### config.mk
export PLATFORM = sky130hd
export DESIGN_NAME = keypad_scan
export DESIGN_NICKNAME = d
export VERILOG_FILES = /design/src/rtl/keypad_pkg.sv /design/src/rtl/keypad_sync.sv /design/src/rtl/keypad_scan.sv
export SDC_FILE = /design/constraint.sdc
export NUM_CORES = 1
export LEC_CHECK = 0
export CAP_MARGIN = 20
export CORE_MARGIN = 10
export CORE_UTILIZATION = 35
export DETAILED_ROUTE_END_ITERATION = 12
export GPL_TIMING_DRIVEN = 0
export PLACE_DENSITY = 0.61
export REMOVE_ABC_BUFFERS = 1
export SLEW_MARGIN = 20
export SYNTH_ARGS = -nofsm -noshare
export SYNTH_HDL_FRONTEND = slang
export SYNTH_HIERARCHICAL = 1
export SYNTH_SLANG_ARGS = --single-unit
### constraint.sdc
create_clock -name system_clk -period 2.4 [get_ports system_clk]
set_clock_uncertainty 0.2 [all_clocks]
set_input_delay 0.24 -clock system_clk [delete_from_list [all_inputs] [get_ports system_clk]]
set_output_delay 0.24 -clock system_clk [all_outputs]
set_load 0.05 [all_outputs]
### src/rtl/keypad_pkg.sv
// Shared types and helpers for the 4x4 keypad scanner.
// Scanner state encoding, column drive patterns and key code layout.
package keypad_pkg;

  typedef enum logic [1:0] {
    SCAN,
    DEBOUNCE,
    PRESSED,
    RELEASE
  } kp_state_t;

  typedef struct packed {
    logic [1:0] row;
    logic [1:0] col;
  } key_t;

  localparam logic [3:0] COL_0 = 4'b1110;
  localparam logic [3:0] COL_1 = 4'b1101;
  localparam logic [3:0] COL_2 = 4'b1011;
  localparam logic [3:0] COL_3 = 4'b0111;

  function automatic logic [3:0] col_drive(
    input logic [1:0] idx
  );
    logic [3:0] pat;
    pat = COL_0;
    unique case (idx)
      2'd0: pat = COL_0;
      2'd1: pat = COL_1;
      2'd2: pat = COL_2;
      2'd3: pat = COL_3;
    endcase
    return pat;
  endfunction

  // Several rows low at once resolve to the lowest row index.
  function automatic logic [1:0] low_row(
    input logic [3:0] rows
  );
    logic [1:0] idx;
    if (!rows[0])      idx = 2'd0;
    else if (!rows[1]) idx = 2'd1;
    else if (!rows[2]) idx = 2'd2;
    else               idx = 2'd3;
    return idx;
  endfunction

endpackage

### src/rtl/keypad_sync.sv
// Two-flop synchronizer for the asynchronous keypad row lines.
// Resets to all-ones (rows idle high).
module keypad_sync (
  input  logic       system_clk,
  input  logic       rst_n,
  input  logic [3:0] d,
  output logic [3:0] q
);

  logic [3:0] meta;

  always_ff @(posedge system_clk or negedge rst_n) begin
    if (!rst_n) begin
      meta <= 4'hF;
      q    <= 4'hF;
    end else begin
      meta <= d;
      q    <= meta;
    end
  end

endmodule

### src/rtl/keypad_scan.sv
// 4x4 matrix keypad scanner with press/release debounce.
// Define KEYPAD_REPEAT_EN to enable auto-repeat of a held key.
module keypad_scan
  import keypad_pkg::*;
#(
  parameter int unsigned SCAN_DIV     = 1000,
  parameter int unsigned DEBOUNCE_CNT = 20000,
  parameter int unsigned REPEAT_DLY   = 5000000
) (
  input  logic       system_clk,
  input  logic       rst_n,
  input  logic [3:0] pad_row,
  output logic [3:0] pad_col,
  output logic [3:0] key_code,
  output logic       key_valid,
  output logic       key_held
);

  localparam int DW = (SCAN_DIV > 1) ? $clog2(SCAN_DIV) : 1;
  localparam int BW = (DEBOUNCE_CNT > 1) ? $clog2(DEBOUNCE_CNT) : 1;
  localparam int RW = (REPEAT_DLY > 1) ? $clog2(REPEAT_DLY) : 1;

  localparam logic [DW-1:0] DIV_LAST = DW'(SCAN_DIV - 1);
  localparam logic [BW-1:0] DEB_LAST = BW'(DEBOUNCE_CNT - 1);
  localparam logic [RW-1:0] REP_LAST = RW'(REPEAT_DLY - 1);

`ifdef KEYPAD_REPEAT_EN
  localparam bit REPEAT_ON = 1'b1;
`else
  localparam bit REPEAT_ON = 1'b0;
`endif

  kp_state_t     state;
  logic [3:0]    row_s;
  logic [3:0]    row_lat;
  logic [1:0]    row_idx;
  logic [1:0]    col_idx;
  logic [DW-1:0] div;
  logic [BW-1:0] stab;
  logic [RW-1:0] rep;
  key_t          key_q;

  keypad_sync u_sync (
    .system_clk (system_clk),
    .rst_n      (rst_n),
    .d          (pad_row),
    .q          (row_s)
  );

  assign pad_col  = col_drive(col_idx);
  assign key_code = key_q;

  always_ff @(posedge system_clk or negedge rst_n) begin
    if (!rst_n) begin
      state     <= SCAN;
      row_lat   <= 4'hF;
      row_idx   <= '0;
      col_idx   <= '0;
      div       <= '0;
      stab      <= '0;
      rep       <= '0;
      key_q     <= '0;
      key_valid <= 1'b0;
      key_held  <= 1'b0;
    end else begin
      key_valid <= 1'b0;
      unique case (state)
        SCAN: begin
          if (div == DIV_LAST) begin
            div <= '0;
            if (!(&row_s)) begin
              state   <= DEBOUNCE;
              row_lat <= row_s;
              row_idx <= low_row(row_s);
              stab    <= '0;
            end else begin
              col_idx <= col_idx + 2'd1;
            end
          end else begin
            div <= div + 1'b1;
          end
        end
        DEBOUNCE: begin
          if (row_s == row_lat) begin
            if (stab == DEB_LAST) begin
              state     <= PRESSED;
              key_q     <= '{row: row_idx, col: col_idx};
              key_valid <= 1'b1;
              key_held  <= 1'b1;
              rep       <= '0;
            end else begin
              stab <= stab + 1'b1;
            end
          end else begin
            state   <= SCAN;
            col_idx <= col_idx + 2'd1;
            div     <= '0;
            stab    <= '0;
          end
        end
        PRESSED: begin
          if (&row_s) begin
            state <= RELEASE;
            stab  <= '0;
            rep   <= '0;
          end else if (rep == REP_LAST) begin
            rep       <= '0;
            key_valid <= REPEAT_ON;
          end else begin
            rep <= rep + 1'b1;
          end
        end
        RELEASE: begin
          // Any row low before the release settles means the key bounced.
          if (&row_s) begin
            if (stab == DEB_LAST) begin
              state    <= SCAN;
              key_held <= 1'b0;
              col_idx  <= col_idx + 2'd1;
              div      <= '0;
              stab     <= '0;
            end else begin
              stab <= stab + 1'b1;
            end
          end else begin
            state <= PRESSED;
          end
        end
      endcase
    end
  end

endmodule

==> summary.txt <==
Area of the mapped netlist - 0.002501 mm²
Cells on Worst Hold Path - 1
Max rail drop VDD - 0.2350 mV
CTS tree - done
Final Hold Vio Count - 0
CORE AREA - 0.006869 mm²
Post-synthesis sequential area ratio - 49.62%
#FFs+latches synth - 49
Antenna violations before repair - 0
PnR Total Power - 1.430 mW
Post-Route Setup TNS - 0 ps
CTS sink cnt - 49
Fin. max-slew vios - 0
Status - finished clean
Post-synth ARST share - 100.0%
Number of global-route vias before repair - 1883
Placed Cells - 355
Crit. End Element - flop
Clock root cell - clkbuf_8
Slew Limit Headroom - 56.04%
I/O pin total - 16
Crit path max fanout - 9
Area growth syn-to-layout - 22.41%
Worst slew pin tran - 659.4 ps
Non-Filler Instances - 377
Post-synth EDFFs - 0
Fmax - 437.1 MHz
Area of the multi-input gates - 0.001290 mm²
Routed Antenna Nets - 0
Bufs on Longest Clock Path - 2
Number of buffers created by CTS - 5
Distinct cells, synth - 48
Leak pwr - 1.266 nW
Starting density of the core - 36.41%
Max capacitance violation total - 0
N_diodes - 0
HPWL Detailed - 3573 µm
Initial DRC count - 237
DRC Markers - 0
Pwr dens - 467.1 mW/mm²
Final setup vio count - 0
Worst Path Arrival - 2320 ps
Syn Inst Count - 250
Critical path class - reg -> reg
RSZ-0062 raised after global routing - no
GR Util All Layers - 9.804%
Site Rows - 30
CTS clk-pin slew, worst paths - 100 ps
Synth Flop Type - dfrtp_1
CTS H-tree lvls - 2
Clock latency on the worst-skew pair - 300 ps
Share of layout cells above drive strength 1 - 21.71%
WP data required - 2430 ps
Die Wd - 104.5 µm
Largest net degree at the start of global routing - 29
Routed vias/inst - 5.101
Critical path launch point type - flop
Worst reg-to-reg path cell count - 6
Routed length per instance - 13.98 µm
Class of the most critical hold timing path - in -> reg
Final Wtd Congestion - 0.7918
Vias - 1923
Die area - 0.01093 mm²
Tmin final - 2288 ps
Die Y - 104.5 µm
Avg Inst Size Synth - 10.00 µm²
Drt first pass iters - 4
Fill cells - 651
GRT overflow - 0
NumNets Final - 292
Final period utilization - 95.33%
Port Buffers - 15
Final WL - 5269 µm
Register area - 0.001242 mm²
First-pass GRT wire length - 9094 µm
Yosys warnings - 6
[cells in the mapped netlist (all sizes together) (2+ instances only)]
library cell   n  area share [%]
mux2i          3             1.2
nor3b          2            0.80
nand2b         3            0.75
o21ai         14             2.8
nor4           5             1.9
nor2          19             3.0
inv           12             1.8
a32o           3             1.2
nand4          3            0.75
and3           8             2.0
mux2           8             3.6
and2           2            0.50
nand3         19             4.0
nand2         32             4.8
o211ai         6             1.8
nor4b          3             1.3
a21oi          8             1.9
clkbuf         4            0.60
or3            7             1.8
a21o           4             1.2
xor2          10             3.5
buf            3            0.95
ha             6             3.0
dfrtp         37              37
nand3b         2            0.60
o21bai         2            0.60
dfstp         12              13
[path summary, 6_finish.rpt]
check | from | endpoint | slack [ps]
min in group asynchronous | rst_n | key_code[3]$_DFFE_PN0P_ | 230
min | pad_row[2] | u_sync/meta[2]$_DFF_PN1_ | 140
min reg2reg | u_sync/meta[2]$_DFF_PN1_ | u_sync/q[2]$_DFF_PN1_ | 160
max reg2reg | stab[5]$_DFFE_PN0P_ | div[9]$_DFFE_PN0P_ | 110
max in group asynchronous | rst_n | row_lat[2]$_DFFE_PN1P_ | 1170
max | stab[5]$_DFFE_PN0P_ | div[9]$_DFFE_PN0P_ | 110
[final cells by class]
class / instances / share of cell area, %
Sequential cell: 49 / 40.58
Tap cell: 96 / 3.923
Timing Repair Buffer: 28 / 8.418
Clock inverter: 1 / 0.2861
Multi-Input combinational cell: 184 / 42.13
Clock buffer: 7 / 3.188
Inverter: 12 / 1.471
[state kept, by name (all words and copies together) (netlist names), 2 cells and up]
register     count
col_idx          2
div             10
key_code         4
row_idx          2
row_lat          4
stab            15
state            2
u_sync/meta      4
u_sync/q         4
[where the power goes]
group / internal (mW) / switching [mW]
Clock: 0.271 / 0.274
Combinational: 0.0159 / 0.0252
Sequential: 0.838 / 0.00612
Total: 1.13 / 0.305
[metal layers]
| metal | up-vias | track usage, % | part of all wire [%] |
|---|---|---|---|
| met5 | - | 0 | 0 |
| met4 | 0 | 3.280 | 1.1 |
| met3 | 6 | 2.887 | 4.3 |
| met2 | 37 | 15.49 | 48 |
| met1 | 935 | 12.50 | 46 |
| li1 | 945 | - | - |
[cells by family after synthesis]
family          count (synthesis)  share of synthesized area, %
simple gates                  109                         23.26
flops                          49                         49.62
compound gates                 45                         12.11
buf+inv                        19                         3.351
xor+xnor                       11                         3.852
mux                            11                         4.803
fa+ha+maj                       6                         3.001
[metrics by stage]
| stage | cell area (µm²) | setup slack [ps] | hold slack, ps | util [%] |
|---|---|---|---|---|
| 5_1_grt | 3062 | 6.006 | 110.2 | 44.57 |
| 6_report | 3062 | 112.1 | 139.1 | 44.57 |
| 2_1_floorplan | 2462 | 97.84 | -255.6 | - |
| 4_1_cts | 2918 | 3.003 | 126.3 | 42.48 |
| 3_3_place_gp | 2733 | -506.6 | 145.9 | 39.78 |
| 3_5_place_dp | 2748 | -372.5 | 46.43 | 40.00 |
[worst max-delay path: stages, from the launching register on]
cell	delay [ps]
dfrtp_1	470
nor4b_2	310
and4_4	300
and3_4	260
nor2_2	80
or4_1	510
o211ai_1	90
[repair_timing]
| item | in CTS | in global routing |
|---|---|---|
| gates cloned | 0 | 2 |
| pin swaps | 0 | 7 |
| hold buffers | 1 | 0 |
| resized for setup | 11 | 13 |
| endpoints found under the setup margin | 21 | 20 |
| hold endpoints to repair | 21 | 0 |
| setup buffers | 2 | 9 |
[placed cells by master, fill, tap and decap left out, types with 3 or more instances in the layout]
master           Yosys  final
mux2_2               8      8
a21oi_1              6      6
xor2_1              10      8
ha_1                 6      5
nor4_1               4      4
nand3_1             18     18
and3_1               8      7
inv_1               12     12
clkbuf_8             0      5
nand4_1              3      3
dfrtp_1             37     36
nand2_1             32     31
a32o_1               3      3
a21o_1               4      3
o21ai_0             14     13
nor2_1              18     16
mux2i_1              3      3
buf_4                1     11
clkdlybuf4s50_1      0     14
dfstp_2             12     12
o211ai_1             6      6
or3_1                7      7
Power figures use the tool's default switching activity.
